## src/rtl/i2c_pkg.sv

```systemverilog
// Shared types for the byte-level I2C master: command opcodes, FSM states and
// the quarter-period phase of a bit slot.
package i2c_pkg;

  typedef enum logic [1:0] {
    CMD_START = 2'b00,
    CMD_WRITE = 2'b01,
    CMD_READ  = 2'b10,
    CMD_STOP  = 2'b11
  } I2cCmd;

  typedef enum logic [2:0] {
    StIdle,
    StStart,
    StData,
    StAckSlot,
    StStop,
    StResp
  } I2cState;

  typedef logic [1:0] i2c_phase_t;

  localparam i2c_phase_t Ph0 = 2'd0;
  localparam i2c_phase_t Ph1 = 2'd1;
  localparam i2c_phase_t Ph2 = 2'd2;
  localparam i2c_phase_t Ph3 = 2'd3;

  // Everything except START needs an open transaction on the bus.
  function automatic logic needs_bus(input I2cCmd op);
    return op != CMD_START;
  endfunction

  function automatic I2cState cmd_state(input I2cCmd op);
    unique case (op)
      CMD_START:           return StStart;
      CMD_WRITE, CMD_READ: return StData;
      default:             return StStop;
    endcase
  endfunction

endpackage

```

## src/rtl/i2c_byte_master_if.sv

```systemverilog
// Command/response handshake plus open-drain pin pair of the I2C byte master.
// master = the engine's view, slave = the requester / board side.
interface i2c_byte_master_if;
  import i2c_pkg::*;

  logic       cmd_valid;
  logic       cmd_ready;
  I2cCmd      cmd_op;
  logic [7:0] cmd_data;
  logic       cmd_nack;
  logic       rsp_valid;
  logic [7:0] rsp_data;
  logic       rsp_nack;
  logic       rsp_err;
  logic       bus_active;
  logic       scl_i;
  logic       sda_i;
  logic       scl_oe;
  logic       sda_oe;

  modport master (
    input  cmd_valid, cmd_op, cmd_data, cmd_nack, scl_i, sda_i,
    output cmd_ready, rsp_valid, rsp_data, rsp_nack, rsp_err, bus_active, scl_oe, sda_oe
  );

  modport slave (
    output cmd_valid, cmd_op, cmd_data, cmd_nack, scl_i, sda_i,
    input  cmd_ready, rsp_valid, rsp_data, rsp_nack, rsp_err, bus_active, scl_oe, sda_oe
  );

endinterface

```

## src/rtl/i2c_clk_div.sv

```systemverilog
// Quarter-SCL-period tick generator; clear realigns the count, hold freezes it
// at zero while a slave stretches SCL.
module i2c_clk_div #(
  parameter int unsigned ClkDiv = 4
) (
  input  logic clk_i,
  input  logic rst_i,
  input  logic clear_i,
  input  logic hold_i,
  output logic tick_o
);

  localparam int unsigned CntW = $clog2(ClkDiv);
  localparam logic [CntW-1:0] CntMax = CntW'(ClkDiv - 1);

  logic [CntW-1:0] cnt_q, cnt_d;

  always_comb begin
    cnt_d  = cnt_q + CntW'(1);
    tick_o = 1'b0;
    if (clear_i || hold_i) begin
      cnt_d = '0;
    end else if (cnt_q == CntMax) begin
      cnt_d  = '0;
      tick_o = 1'b1;
    end
  end

  always_ff @(posedge clk_i or posedge rst_i) begin
    if (rst_i) begin
      cnt_q <= '0;
    end else begin
      cnt_q <= cnt_d;
    end
  end

endmodule

```

## src/rtl/i2c_byte_master.sv

```systemverilog
// Byte-level I2C master: executes START / WRITE / READ / STOP one at a time,
// each bit slot split into four divider phases, with SCL stretching support.
module i2c_byte_master
  import i2c_pkg::*;
#(
  parameter int unsigned CLK_DIV = 4
) (
  input logic                clk,
  input logic                rst,
  i2c_byte_master_if.master  ctrl_io
);

  I2cState    state_q, state_d;
  i2c_phase_t phase_q, phase_d;
  logic [2:0] bit_cnt_q, bit_cnt_d;
  I2cCmd      op_q, op_d;
  logic [7:0] shreg_q, shreg_d;
  logic       nack_cmd_q, nack_cmd_d;
  logic [7:0] rsp_data_q, rsp_data_d;
  logic       rsp_nack_q, rsp_nack_d;
  logic       rsp_err_q, rsp_err_d;
  logic       bus_active_q, bus_active_d;
  logic       scl_oe_q, scl_oe_d;
  logic       sda_oe_q, sda_oe_d;

  logic busy, accept, tick, stretch_hold;

  assign busy         = (state_q != StIdle) && (state_q != StResp);
  assign accept       = ctrl_io.cmd_valid && !busy;
  // SCL has been released but a slave is still holding it low.
  assign stretch_hold = busy && (phase_q == Ph1) && !ctrl_io.scl_i;

  i2c_clk_div #(
    .ClkDiv (CLK_DIV)
  ) u_clk_div (
    .clk_i   (clk),
    .rst_i   (rst),
    .clear_i (accept),
    .hold_i  (stretch_hold),
    .tick_o  (tick)
  );

  always_comb begin
    state_d      = state_q;
    phase_d      = phase_q;
    bit_cnt_d    = bit_cnt_q;
    op_d         = op_q;
    shreg_d      = shreg_q;
    nack_cmd_d   = nack_cmd_q;
    rsp_data_d   = rsp_data_q;
    rsp_nack_d   = rsp_nack_q;
    rsp_err_d    = rsp_err_q;
    bus_active_d = bus_active_q;
    scl_oe_d     = scl_oe_q;
    sda_oe_d     = sda_oe_q;

    unique case (state_q)
      StIdle, StResp: begin
        state_d = StIdle;
        if (accept) begin
          op_d       = ctrl_io.cmd_op;
          shreg_d    = ctrl_io.cmd_data;
          nack_cmd_d = ctrl_io.cmd_nack;
          rsp_err_d  = 1'b0;
          phase_d    = Ph0;
          bit_cnt_d  = 3'd0;
          if (needs_bus(ctrl_io.cmd_op) && !bus_active_q) begin
            state_d   = StResp;
            rsp_err_d = 1'b1;
          end else begin
            state_d = cmd_state(ctrl_io.cmd_op);
          end
        end
      end
      StStart, StData, StAckSlot, StStop: begin
        if (tick) begin
          phase_d = phase_q + 2'd1;
          case (state_q)
            StStart: begin
              if (phase_q == Ph3) begin
                bus_active_d = 1'b1;
                state_d      = StResp;
              end
            end
            StData: begin
              if (phase_q == Ph2) shreg_d = {shreg_q[6:0], ctrl_io.sda_i};
              if (phase_q == Ph3) begin
                bit_cnt_d = bit_cnt_q + 3'd1;
                if (bit_cnt_q == 3'd7) state_d = StAckSlot;
              end
            end
            StAckSlot: begin
              if (phase_q == Ph2 && op_q == CMD_WRITE) rsp_nack_d = ctrl_io.sda_i;
              if (phase_q == Ph3) begin
                if (op_q == CMD_READ) rsp_data_d = shreg_q;
                state_d = StResp;
              end
            end
            default: begin
              if (phase_q == Ph3) begin
                bus_active_d = 1'b0;
                state_d      = StResp;
              end
            end
          endcase
        end
      end
      default: state_d = StIdle;
    endcase

    // Pins are registered against the upcoming state/phase so they change
    // exactly on phase boundaries; IDLE/RESP keep whatever level was left.
    unique case (state_d)
      StStart: begin
        case (phase_d)
          Ph0:     sda_oe_d = 1'b0;
          Ph1:     scl_oe_d = 1'b0;
          Ph2:     sda_oe_d = 1'b1;
          default: scl_oe_d = 1'b1;
        endcase
      end
      StData: begin
        case (phase_d)
          Ph0: begin
            scl_oe_d = 1'b1;
            sda_oe_d = (op_d == CMD_WRITE) ? ~shreg_d[7] : 1'b0;
          end
          Ph1:     scl_oe_d = 1'b0;
          Ph3:     scl_oe_d = 1'b1;
          default: ;
        endcase
      end
      StAckSlot: begin
        case (phase_d)
          Ph0: begin
            scl_oe_d = 1'b1;
            sda_oe_d = (op_d == CMD_WRITE) ? 1'b0 : ~nack_cmd_d;
          end
          Ph1:     scl_oe_d = 1'b0;
          Ph3:     scl_oe_d = 1'b1;
          default: ;
        endcase
      end
      StStop: begin
        case (phase_d)
          Ph0: begin
            scl_oe_d = 1'b1;
            sda_oe_d = 1'b1;
          end
          Ph1:     scl_oe_d = 1'b0;
          Ph2:     sda_oe_d = 1'b0;
          default: ;
        endcase
      end
      default: ;
    endcase
  end

  always_ff @(posedge clk or posedge rst) begin
    if (rst) begin
      state_q      <= StIdle;
      phase_q      <= Ph0;
      bit_cnt_q    <= 3'd0;
      op_q         <= CMD_START;
      shreg_q      <= 8'h00;
      nack_cmd_q   <= 1'b0;
      rsp_data_q   <= 8'h00;
      rsp_nack_q   <= 1'b0;
      rsp_err_q    <= 1'b0;
      bus_active_q <= 1'b0;
      scl_oe_q     <= 1'b0;
      sda_oe_q     <= 1'b0;
    end else begin
      state_q      <= state_d;
      phase_q      <= phase_d;
      bit_cnt_q    <= bit_cnt_d;
      op_q         <= op_d;
      shreg_q      <= shreg_d;
      nack_cmd_q   <= nack_cmd_d;
      rsp_data_q   <= rsp_data_d;
      rsp_nack_q   <= rsp_nack_d;
      rsp_err_q    <= rsp_err_d;
      bus_active_q <= bus_active_d;
      scl_oe_q     <= scl_oe_d;
      sda_oe_q     <= sda_oe_d;
    end
  end

  assign ctrl_io.cmd_ready  = !busy;
  assign ctrl_io.rsp_valid  = (state_q == StResp);
  assign ctrl_io.rsp_data   = rsp_data_q;
  assign ctrl_io.rsp_nack   = rsp_nack_q;
  assign ctrl_io.rsp_err    = rsp_err_q;
  assign ctrl_io.bus_active = bus_active_q;
  assign ctrl_io.scl_oe     = scl_oe_q;
  assign ctrl_io.sda_oe     = sda_oe_q;

endmodule

```

## src/flat_wrapper.sv

```systemverilog
// flat-port wrapper written by rule: the top's interface ports become plain ports
module i2c_byte_master_flat import i2c_pkg::*;
#(
  parameter int unsigned CLK_DIV = 4
)
  (clk, rst, ctrl_io_cmd_valid, ctrl_io_cmd_op, ctrl_io_cmd_data, ctrl_io_cmd_nack, ctrl_io_scl_i, ctrl_io_sda_i, ctrl_io_cmd_ready, ctrl_io_rsp_valid, ctrl_io_rsp_data, ctrl_io_rsp_nack, ctrl_io_rsp_err, ctrl_io_bus_active, ctrl_io_scl_oe, ctrl_io_sda_oe);
  i2c_byte_master_if ctrl_io_i ();
  input logic clk;
  input logic rst;
  input wire logic [$bits(ctrl_io_i.cmd_valid)-1:0] ctrl_io_cmd_valid;
  input wire logic [$bits(ctrl_io_i.cmd_op)-1:0] ctrl_io_cmd_op;
  input wire logic [$bits(ctrl_io_i.cmd_data)-1:0] ctrl_io_cmd_data;
  input wire logic [$bits(ctrl_io_i.cmd_nack)-1:0] ctrl_io_cmd_nack;
  input wire logic [$bits(ctrl_io_i.scl_i)-1:0] ctrl_io_scl_i;
  input wire logic [$bits(ctrl_io_i.sda_i)-1:0] ctrl_io_sda_i;
  output wire logic [$bits(ctrl_io_i.cmd_ready)-1:0] ctrl_io_cmd_ready;
  output wire logic [$bits(ctrl_io_i.rsp_valid)-1:0] ctrl_io_rsp_valid;
  output wire logic [$bits(ctrl_io_i.rsp_data)-1:0] ctrl_io_rsp_data;
  output wire logic [$bits(ctrl_io_i.rsp_nack)-1:0] ctrl_io_rsp_nack;
  output wire logic [$bits(ctrl_io_i.rsp_err)-1:0] ctrl_io_rsp_err;
  output wire logic [$bits(ctrl_io_i.bus_active)-1:0] ctrl_io_bus_active;
  output wire logic [$bits(ctrl_io_i.scl_oe)-1:0] ctrl_io_scl_oe;
  output wire logic [$bits(ctrl_io_i.sda_oe)-1:0] ctrl_io_sda_oe;
  assign ctrl_io_i.cmd_valid = ctrl_io_cmd_valid;
  assign ctrl_io_i.cmd_op = ctrl_io_cmd_op;
  assign ctrl_io_i.cmd_data = ctrl_io_cmd_data;
  assign ctrl_io_i.cmd_nack = ctrl_io_cmd_nack;
  assign ctrl_io_i.scl_i = ctrl_io_scl_i;
  assign ctrl_io_i.sda_i = ctrl_io_sda_i;
  assign ctrl_io_cmd_ready = ctrl_io_i.cmd_ready;
  assign ctrl_io_rsp_valid = ctrl_io_i.rsp_valid;
  assign ctrl_io_rsp_data = ctrl_io_i.rsp_data;
  assign ctrl_io_rsp_nack = ctrl_io_i.rsp_nack;
  assign ctrl_io_rsp_err = ctrl_io_i.rsp_err;
  assign ctrl_io_bus_active = ctrl_io_i.bus_active;
  assign ctrl_io_scl_oe = ctrl_io_i.scl_oe;
  assign ctrl_io_sda_oe = ctrl_io_i.sda_oe;
  i2c_byte_master #(.CLK_DIV(CLK_DIV)) u_core (.clk(clk), .rst(rst), .ctrl_io(ctrl_io_i));
endmodule
```

## config.mk

```make
export PLATFORM = sky130hd
export DESIGN_NAME = i2c_byte_master_flat
export DESIGN_NICKNAME = d
export VERILOG_FILES = /design/src/rtl/i2c_pkg.sv /design/src/rtl/i2c_byte_master_if.sv /design/src/rtl/i2c_clk_div.sv /design/src/rtl/i2c_byte_master.sv /design/src/flat_wrapper.sv
export SDC_FILE = /design/constraint.sdc
export NUM_CORES = 1
export LEC_CHECK = 0
export CORE_AREA = 2 2 64 66
export CTS_CLUSTER_DIAMETER = 120
export DETAILED_ROUTE_END_ITERATION = 6
export DIE_AREA = 0 0 66 68
export DONT_BUFFER_PORTS = 1
export PLACE_DENSITY_LB_ADDON = 0.1
export SLEW_MARGIN = 0
export SYNTH_ARGS = -nofsm -noshare
export SYNTH_HDL_FRONTEND = slang
export SYNTH_SLANG_ARGS = --single-unit
export TNS_END_PERCENT = 20
```

## constraint.sdc

```tcl
create_clock -name clk -period 2.8 [get_ports clk]
set_clock_uncertainty 0.1 [all_clocks]
set_input_delay 0.56 -clock clk [delete_from_list [all_inputs] [get_ports clk]]
set_output_delay 0.56 -clock clk [all_outputs]
set_load 0.01 [all_outputs]
```

==> summary.md, run 1 <==
| Metric | Value |
|---|---|
| Net Count, Synth | about 230 |
| WL final | roughly 4600 µm |
| Layout Nets | approximately 240 |
| Initial antenna violation count | 0 |
| ANT cells | 0 |
| Clk slew on worst S/H paths | approximately 0.08 ns |
| Max cap viols | 0 |
| CTS Buffer Depth | 2 |
| Critical path's top delay family | simple AND/OR/NAND/NOR gates |
| Die Span Y | slightly below 70 µm |
| CTS Root Cell | clkbuf_8 |
| Pin count of the biggest net entering global routing | 26 |
| Unrepaired setup endpoints after global routing | no |
| Most common flop cell mapped by yosys | dfrtp_1 |
| Worst-margin pin slew | 0.738 ns |
| Worst skew pair latency | just under 0.3 ns |
| WHS | 0.0353 ns |
| Crit Path Max Fanout | 4 |
| DRC violations left | 0 |
| Placer congestion estimate | 0.897 |
| Leak | approximately 1.0 nW |
| Clk sinks | 34 |
| GRT Total Usage | between 20 and 25% |
| CP cell instances | ha_2, nor2b_1, or4b_4, mux2_4, ha_4, nand4_1, nor2_1, a311o_1, a32oi_1 |
| Placement Cell Area | roughly 2100 µm² |
| Unique masters post-synth | 51 |
| Most common cell in the synthesized netlist | dfrtp_1 |
| CP Data Required Time | ~2.9 ns |
| I/O pin total | 31 |
| Final Hold Viols | 0 |
| DRT Pass-1 Iters | 4 |
| Ys async rst share | between 90% and 100% |
| Top post-synthesis cells by area | dfrtp_1 43%, ha_1 6.9%, mux2_2 6.8% |
| Reg2Reg Setup Slack | between 0.1 and 0.15 ns |
| DR vias/cell | about 6.1 |
| CP arrival | roughly 2.8 ns |
| PD cells | ~970 nW/µm² |
| CP max stage cell | or4b_4 |
| CORE AREA | between 3000 and 4000 µm² |
| Post-DP HPWL | between 3000 and 4000 µm |
| Synth Register Bits | 34 |
| Slew margin rel. | 50.2% |
| WS Path Type | flop to flop |
| Post-Synthesis Cell Area | about 2000 µm² |
| IO Port Bufs | 0 |
| CP endpoint kind | flop |
| Num rows | 23 |
| Finished Cell Area | between 2000 and 2500 µm² |
| Seq/Total Area, Yosys | around 43% |
| Met1 WL | around 2000 µm |
| Cts hold-fix bufs | 0 |
| Initial DRC count | 75 |
| Setup TNS | 0 ns |
| Worst Reg-to-Reg Cells | 9 |
| Status | complete, no violations |
| GRT overflow | 0 |
| CTS HTree Levels | 2 |
| Die X | between 60 and 70 µm |
| Reg2reg end | u_core.ctrl_io.sda_oe |
| Cts bufs inserted | 5 |
| WP buf/inv | 0 |
| Met3 WL | between 200 and 300 µm |
| Fmax | 373 MHz |
| Initial Util | between 50% and 60% |
| WL/cell | ~17 µm |
| Area share of the largest cell type after synthesis | a little over two fifths |
| Synth warnings | 0 |
| WL met2 | about 2300 µm |
| Area Overhead vs Synth | 12.5% |
| Mapped Cells | approximately 200 |
| Vias | ~1.6k |
| Final setup fails | 0 |
| Period utilisation layout | a little over nine tenths |
| Cell taking the most area after synthesis | dfrtp_1 |
| Die area | approximately 4500 µm² |
| CP max stage delay | around 0.54 ns |
| Tmin final | between 2 and 3 ns |
| CP Launch Type | flop |
| Worst Hold Class | input port to asynchronous set/reset pin |
| R2r startpoint | u_core.phase_q[0] |
| Share of cells above drive strength 1 | 22.8% |
| EDFF count, synth | 0 |
| ANT nets after route | 0 |
| CTS tree | done |
| First-pass GRT wire length | 7440 µm |
| Avg Cell Area, Syn | approximately 10 µm² |
| VDD IR-drop max | ~500 µV |
| Slew Limit Fails | 0 |
| Max layer used | met4 |
| Vias in the first global route | 1564 |
| Total power draw | between 2 and 2.5 mW |
| Commonest cells post-synth | 34 x dfrtp_1, 26 x nand2_1, 12 x mux2_2 |
## cell type report
class                           instances  area (µm²)
Timing Repair Buffer                   15         113
Sequential cell                        34         851
Multi-Input combinational cell        149        1110
Fill cell                             343        1610
Clock buffer                            5        68.8
Inverter                               10        37.5
Clock inverter                          2        10.0
Tap cell                               50        62.6
## cells in the final DEF (no fill, tap or decap), types with 2 or more instances in the layout
| cell type | count |
|---|---|
| ha_1 | 9 |
| a22oi_1 | 7 |
| o21ai_0 | 9 |
| nand2b_1 | 4 |
| nand2_1 | 26 |
| nor2_2 | 2 |
| o21ai_1 | 2 |
| a21o_1 | 2 |
| and3_1 | 4 |
| a2111oi_0 | 2 |
| nand3_1 | 4 |
| buf_4 | 15 |
| a31oi_1 | 3 |
| o41ai_1 | 2 |
| a21oi_1 | 2 |
| nor3b_1 | 3 |
| nor2b_1 | 5 |
| clkbuf_8 | 5 |
| nor2_1 | 11 |
| dfrtp_1 | 34 |
| inv_1 | 10 |
| and2_1 | 3 |
| nor3_1 | 6 |
| mux2_2 | 12 |
| nand4_1 | 2 |
| clkinv_2 | 2 |
## worst max-delay path by stage
stage,cells after the start,to,slack (ns),from
floorplan,9,u_core.ctrl_io.sda_oe,0.20,u_core.phase_q[0]
global placement,11,u_core.ctrl_io.sda_oe,0.12,u_core.phase_q[0]
detailed placement,11,u_core.ctrl_io.sda_oe,-0.03,u_core.phase_q[0]
CTS,9,u_core.ctrl_io.sda_oe,0.01,u_core.phase_q[0]
global route,9,u_core.ctrl_io.sda_oe,0.0005,u_core.phase_q[0]
finish,9,u_core.ctrl_io.sda_oe,0.12,u_core.phase_q[0]
## report_power, final
group	leakage [nW]	total [mW]	switching, mW	internal, mW
sequential	0.435	0.777	0.133	0.644
combinational	0.563	1.06	0.600	0.457
clock	0.0438	0.349	0.182	0.167
total	1.04	2.18	0.915	1.27
## state kept, by name (all words and copies together) (netlist names)
name / count
u_core.shreg_q: 8
u_core.ctrl_io.rsp_nack: 1
u_core.u_clk_div.cnt_q: 2
u_core.nack_cmd_q: 1
u_core.ctrl_io.scl_oe: 1
u_core.ctrl_io.rsp_err: 1
u_core.bit_cnt_q: 3
u_core.op_q: 2
u_core.ctrl_io.sda_oe: 1
u_core.ctrl_io.rsp_data: 8
u_core.state_q: 3
u_core.phase_q: 2
u_core.ctrl_io.bus_active: 1
## cells by family after synthesis
family	share of synthesized area, %
AO/OA/AOI/OAI	17.2
XOR/XNOR	0.814
adder cells (fa/ha/maj)	6.88
buffers and inverters	3.32
flip-flops	42.6
multiplexers	7.51
AND/OR/NAND/NOR	21.7
## worst register-to-register path, delay by kind of cell, from the launching register on
kind                     cells  cell delay, ns
AO/OA/AOI/OAI                2            0.50
AND/OR/NAND/NOR              4            0.88
flip-flops                   1            0.41
adder cells (fa/ha/maj)      2            0.37
multiplexers                 1            0.36
## through the flow
stage               setup WS, ns  cells  utilization [%]
global route            0.000461    265             58.3
finish                     0.119    265             58.3
global placement           0.121    255             55.1
detailed placement       -0.0275    255             55.1
floorplan                  0.196    199                -
CTS                       0.0114    262             57.3
## layer usage
layer	global-route usage (%)	up-vias
li1	-	752
met2	37.0	47
met3	4.77	7
met1	28.9	813
met4	6.89	0
met5	0	-
## repair_timing
| item | in CTS | in global routing |
|---|---|---|
| pin swaps | 0 | 2 |
| setup buffers | 0 | 3 |
| endpoints found under the setup margin | 1 | 2 |
| resized for setup | 2 | 5 |
Note: power is estimated with default switching activity, not from simulation.
==> run 2, diff against run 1 <==
--- a/config.mk
+++ b/config.mk
@@ -5,12 +5,14 @@
 export SDC_FILE = /design/constraint.sdc
 export NUM_CORES = 1
 export LEC_CHECK = 0
+export ABC_CLOCK_PERIOD_IN_PS = 2800
 export CORE_AREA = 2 2 64 66
 export CTS_CLUSTER_DIAMETER = 120
 export DETAILED_ROUTE_END_ITERATION = 6
 export DIE_AREA = 0 0 66 68
 export DONT_BUFFER_PORTS = 1
-export PLACE_DENSITY_LB_ADDON = 0.1
+export GPL_ROUTABILITY_DRIVEN = 0
+export PLACE_DENSITY = 0.68
 export SLEW_MARGIN = 0
 export SYNTH_ARGS = -nofsm -noshare
 export SYNTH_HDL_FRONTEND = slang
==> run 2 against run 1 <==
  * Die area unchanged
  * Hold slack improved by 0.11 ns
  * Register-to-register slack hardly changed
  * Critical endpoint unchanged
  * Largest cell class unchanged
  * Largest power group unchanged
==> summary.md, run 2 (synthesis results as in run 1) <==
| Metric | Value |
|---|---|
| Setup TNS | 0 ns (unchanged) |
| Die Span Y | 68 µm (unchanged) |
| Vias in the first global route | 1585 (was 1564) |
| Num rows | 23 (unchanged) |
| Slew margin rel. | 47.4% (was 50.2%) |
| Placement Cell Area | 2100 µm² (was 2120 µm²) |
| Initial Util | 51.8% (unchanged) |
| CP max stage cell | or4b_4 (unchanged) |
| Period utilisation layout | 95.9% (was 95.8%) |
| I/O pin total | 31 (unchanged) |
| CTS Root Cell | clkbuf_8 (unchanged) |
| Crit path to | u_core.ctrl_io.sda_oe (unchanged) |
| GRT overflow | 0 (unchanged) |
| Post-DP HPWL | 3450 µm (was 3470 µm) |
| Reg2reg end | u_core.ctrl_io.sda_oe (unchanged) |
| ANT nets after route | 0 (unchanged) |
| Share of cells above drive strength 1 | 22.9% (was 22.8%) |
| ANT cells | 0 (unchanged) |
| PD cells | 1030 nW/µm² (was 970 nW/µm²) |
| Fmax | 373 MHz (about the same) |
| Vias | 1568 (was 1619) |
| Worst Hold Class | input port to asynchronous set/reset pin (unchanged) |
| WS Path Type | flop to flop (unchanged) |
| Reg2Reg Setup Slack | 0.12 ns (about the same) |
| Initial antenna violation count | 0 (unchanged) |
| Commonest non-fill, non-tap cell in the layout | dfrtp_1 (unchanged) |
| FILL cells | 343 (unchanged) |
| DRC violations left | 0 (unchanged) |
| Max cap viols | 0 (unchanged) |
| CP Data Required Time | 2.91 ns (was 2.92 ns) |
| Clk slew on worst S/H paths | 0.07 ns (was 0.08 ns) |
| GRT Total Usage | 22.9% (was 22.1%) |
| Cts bufs inserted | 5 (unchanged) |
| Slew Limit Fails | 0 (unchanged) |
| R2r startpoint | u_core.phase_q[0] (unchanged) |
| CTS HTree Levels | 2 (unchanged) |
| Die area | 4490 µm² (unchanged) |
| DR vias/cell | 5.94 (was 6.11) |
| CTS tree | done (unchanged) |
| CP startpoint | u_core.phase_q[0] (unchanged) |
| WP buf/inv | 0 (unchanged) |
| IO Port Bufs | 0 (unchanged) |
| Post-Place Cells | 252 (was 255) |
| Worst skew pair latency | 0.29 ns (about the same) |
| Levels on crit path | 9 (unchanged) |
| WL final | 4760 µm (was 4630 µm) |
| Area Overhead vs Synth | 13.8% (was 12.5%) |
| Most frequent cells in the layout | 33 x dfrtp_1, 26 x nand2_1, 13 x buf_4, 12 x mux2_2 (was 34 x dfrtp_1, 26 x nand2_1, 15 x buf_4, 12 x mux2_2, 11 x nor2_1) |
| Pin count of the biggest net entering global routing | 35 (was 26) |
| CORE AREA | 3860 µm² (unchanged) |
| CP endpoint kind | flop (unchanged) |
| WHS | 0.144 ns (was 0.0353 ns) |
| Leak | 1.03 nW (was 1.04 nW) |
| CTS Buffer Depth | 2 (unchanged) |
| VDD IR-drop max | 563 µV (was 499 µV) |
| CP max stage delay | 0.52 ns (was 0.54 ns) |
| Worst Reg-to-Reg Cells | 9 (unchanged) |
| First-pass GRT wire length | 7670 µm (was 7440 µm) |
| Clk sinks | 34 (unchanged) |
| WL/cell | 18.0 µm (was 17.5 µm) |
| Cts hold-fix bufs | 0 (unchanged) |
| CP arrival | 2.79 ns (was 2.80 ns) |
| Cell Count, Final, Fillers Out | 264 (was 265) |
| Layout Nets | 240 (was 242) |
| Tmin final | 2.68 ns (about the same) |
| Die X | 66 µm (unchanged) |
| Crit Path Max Fanout | 4 (unchanged) |
| Final setup fails | 0 (unchanged) |
| Initial DRC count | 106 (was 75) |
| Final Hold Viols | 0 (unchanged) |
| Critical path's top delay family | simple AND/OR/NAND/NOR gates (unchanged) |
| Worst-margin pin slew | 0.778 ns (was 0.738 ns) |
| Status | complete, no violations (unchanged) |
| CP cell instances | ha_1, nor2b_1, or4b_4, mux2_4, ha_4, nand4_1, nor2_2, a311o_1, a32oi_1 (was ha_2, nor2b_1, or4b_4, mux2_4, ha_4, nand4_1, nor2_1, a311o_1, a32oi_1) |
| Finished Cell Area | 2280 µm² (was 2250 µm²) |
| CP Launch Type | flop (unchanged) |
| DRT Pass-1 Iters | 4 (unchanged) |
| Final Util | 59.0% (was 58.3%) |
run 2: changes by cell type in the layout (fill, tap and decap cells not counted):
cell,previous run,this run
buf_4,15,13
a2111oi_2,1,0
a2111oi_4,1,2
clkbuf_8,5,6
clkinv_2,2,1
clkinvlp_4,0,1
dfrtp_1,34,33
dfrtp_2,0,1
ha_1,9,10
ha_2,1,0
nor2_1,11,10
nor2_2,2,3
xor2_2,1,0
xor2_4,0,1
run 2: worst min-delay path by stage:
| stage | start | end | slack [ns] | depth (start not counted) |
|---|---|---|---|---|
| after global placement | u_core.u_clk_div.cnt_q[0] | u_core.u_clk_div.cnt_q[0] | 0.33 | 1 |
| final | rst | u_core.ctrl_io.rsp_data[6] | 0.14 | 2 |
| after global routing | rst | u_core.ctrl_io.rsp_data[6] | 0.19 | 2 |
| after CTS | rst | u_core.ctrl_io.rsp_nack | 0.17 | 2 |
| after detailed placement | u_core.u_clk_div.cnt_q[0] | u_core.u_clk_div.cnt_q[0] | 0.33 | 1 |
| after floorplan | u_core.u_clk_div.cnt_q[0] | u_core.u_clk_div.cnt_q[0] | 0.31 | 1 |
run 2: through the flow:
step / setup WS (ns) / total power, mW
2_1_floorplan: 0.196 / 1.47
3_3_place_gp: 0.0982 / 1.69
3_5_place_dp: -0.0720 / 1.75
4_1_cts: 0.000797 / 2.24
5_1_grt: -0.00184 / 2.52
6_report: 0.115 / 2.34
run 2: per-layer routing:
metal	global-route usage, %	part of all wire, %	vias to the layer above
li1	-	-	752
met1	29.9	46	774
met2	36.2	48	35
met3	7.24	4.5	7
met4	8.16	1.1	0
met5	0	0	-
run 2: what timing repair did:
action | in CTS | in global routing
endpoints found under the setup margin | 2 | 2
setup buffers | 1 | 3
pin swaps | 0 | 3
resized for setup | 3 | 7
run 2: area by class of cell:
| cell class | instances | area, µm² | share of cell area, % |
|---|---|---|---|
| Clock buffer | 6 | 82.6 | 3.63 |
| Clock inverter | 2 | 12.5 | 0.550 |
| Inverter | 10 | 37.5 | 1.65 |
| Multi-Input combinational cell | 149 | 1130 | 49.7 |
| Sequential cell | 34 | 852 | 37.4 |
| Tap cell | 50 | 62.6 | 2.75 |
| Timing Repair Buffer | 13 | 97.6 | 4.29 |
run 2: worst reg2reg max path: stages, from the launching register on:
cell and delay, ns:
dfrtp_1 0.38, ha_1 0.21, nor2b_1 0.15, or4b_4 0.52, mux2_4 0.36, ha_4 0.18, nand4_1 0.16, nor2_2 0.07
a311o_1 0.32, a32oi_1 0.18
run 2: where the power goes:
part / internal, mW / switching, mW
combinational: 0.498 / 0.676
clock: 0.198 / 0.187
sequential: 0.650 / 0.133
==> run 3, diff against run 2 <==
--- a/config.mk
+++ b/config.mk
@@ -6,6 +6,7 @@
 export NUM_CORES = 1
 export LEC_CHECK = 0
 export ABC_CLOCK_PERIOD_IN_PS = 2800
+export CAP_MARGIN = 20
 export CORE_AREA = 2 2 64 66
 export CTS_CLUSTER_DIAMETER = 120
 export DETAILED_ROUTE_END_ITERATION = 6
==> results of run 3 <==
No change in the layout: final DEF, timing and power equal those of run 2.
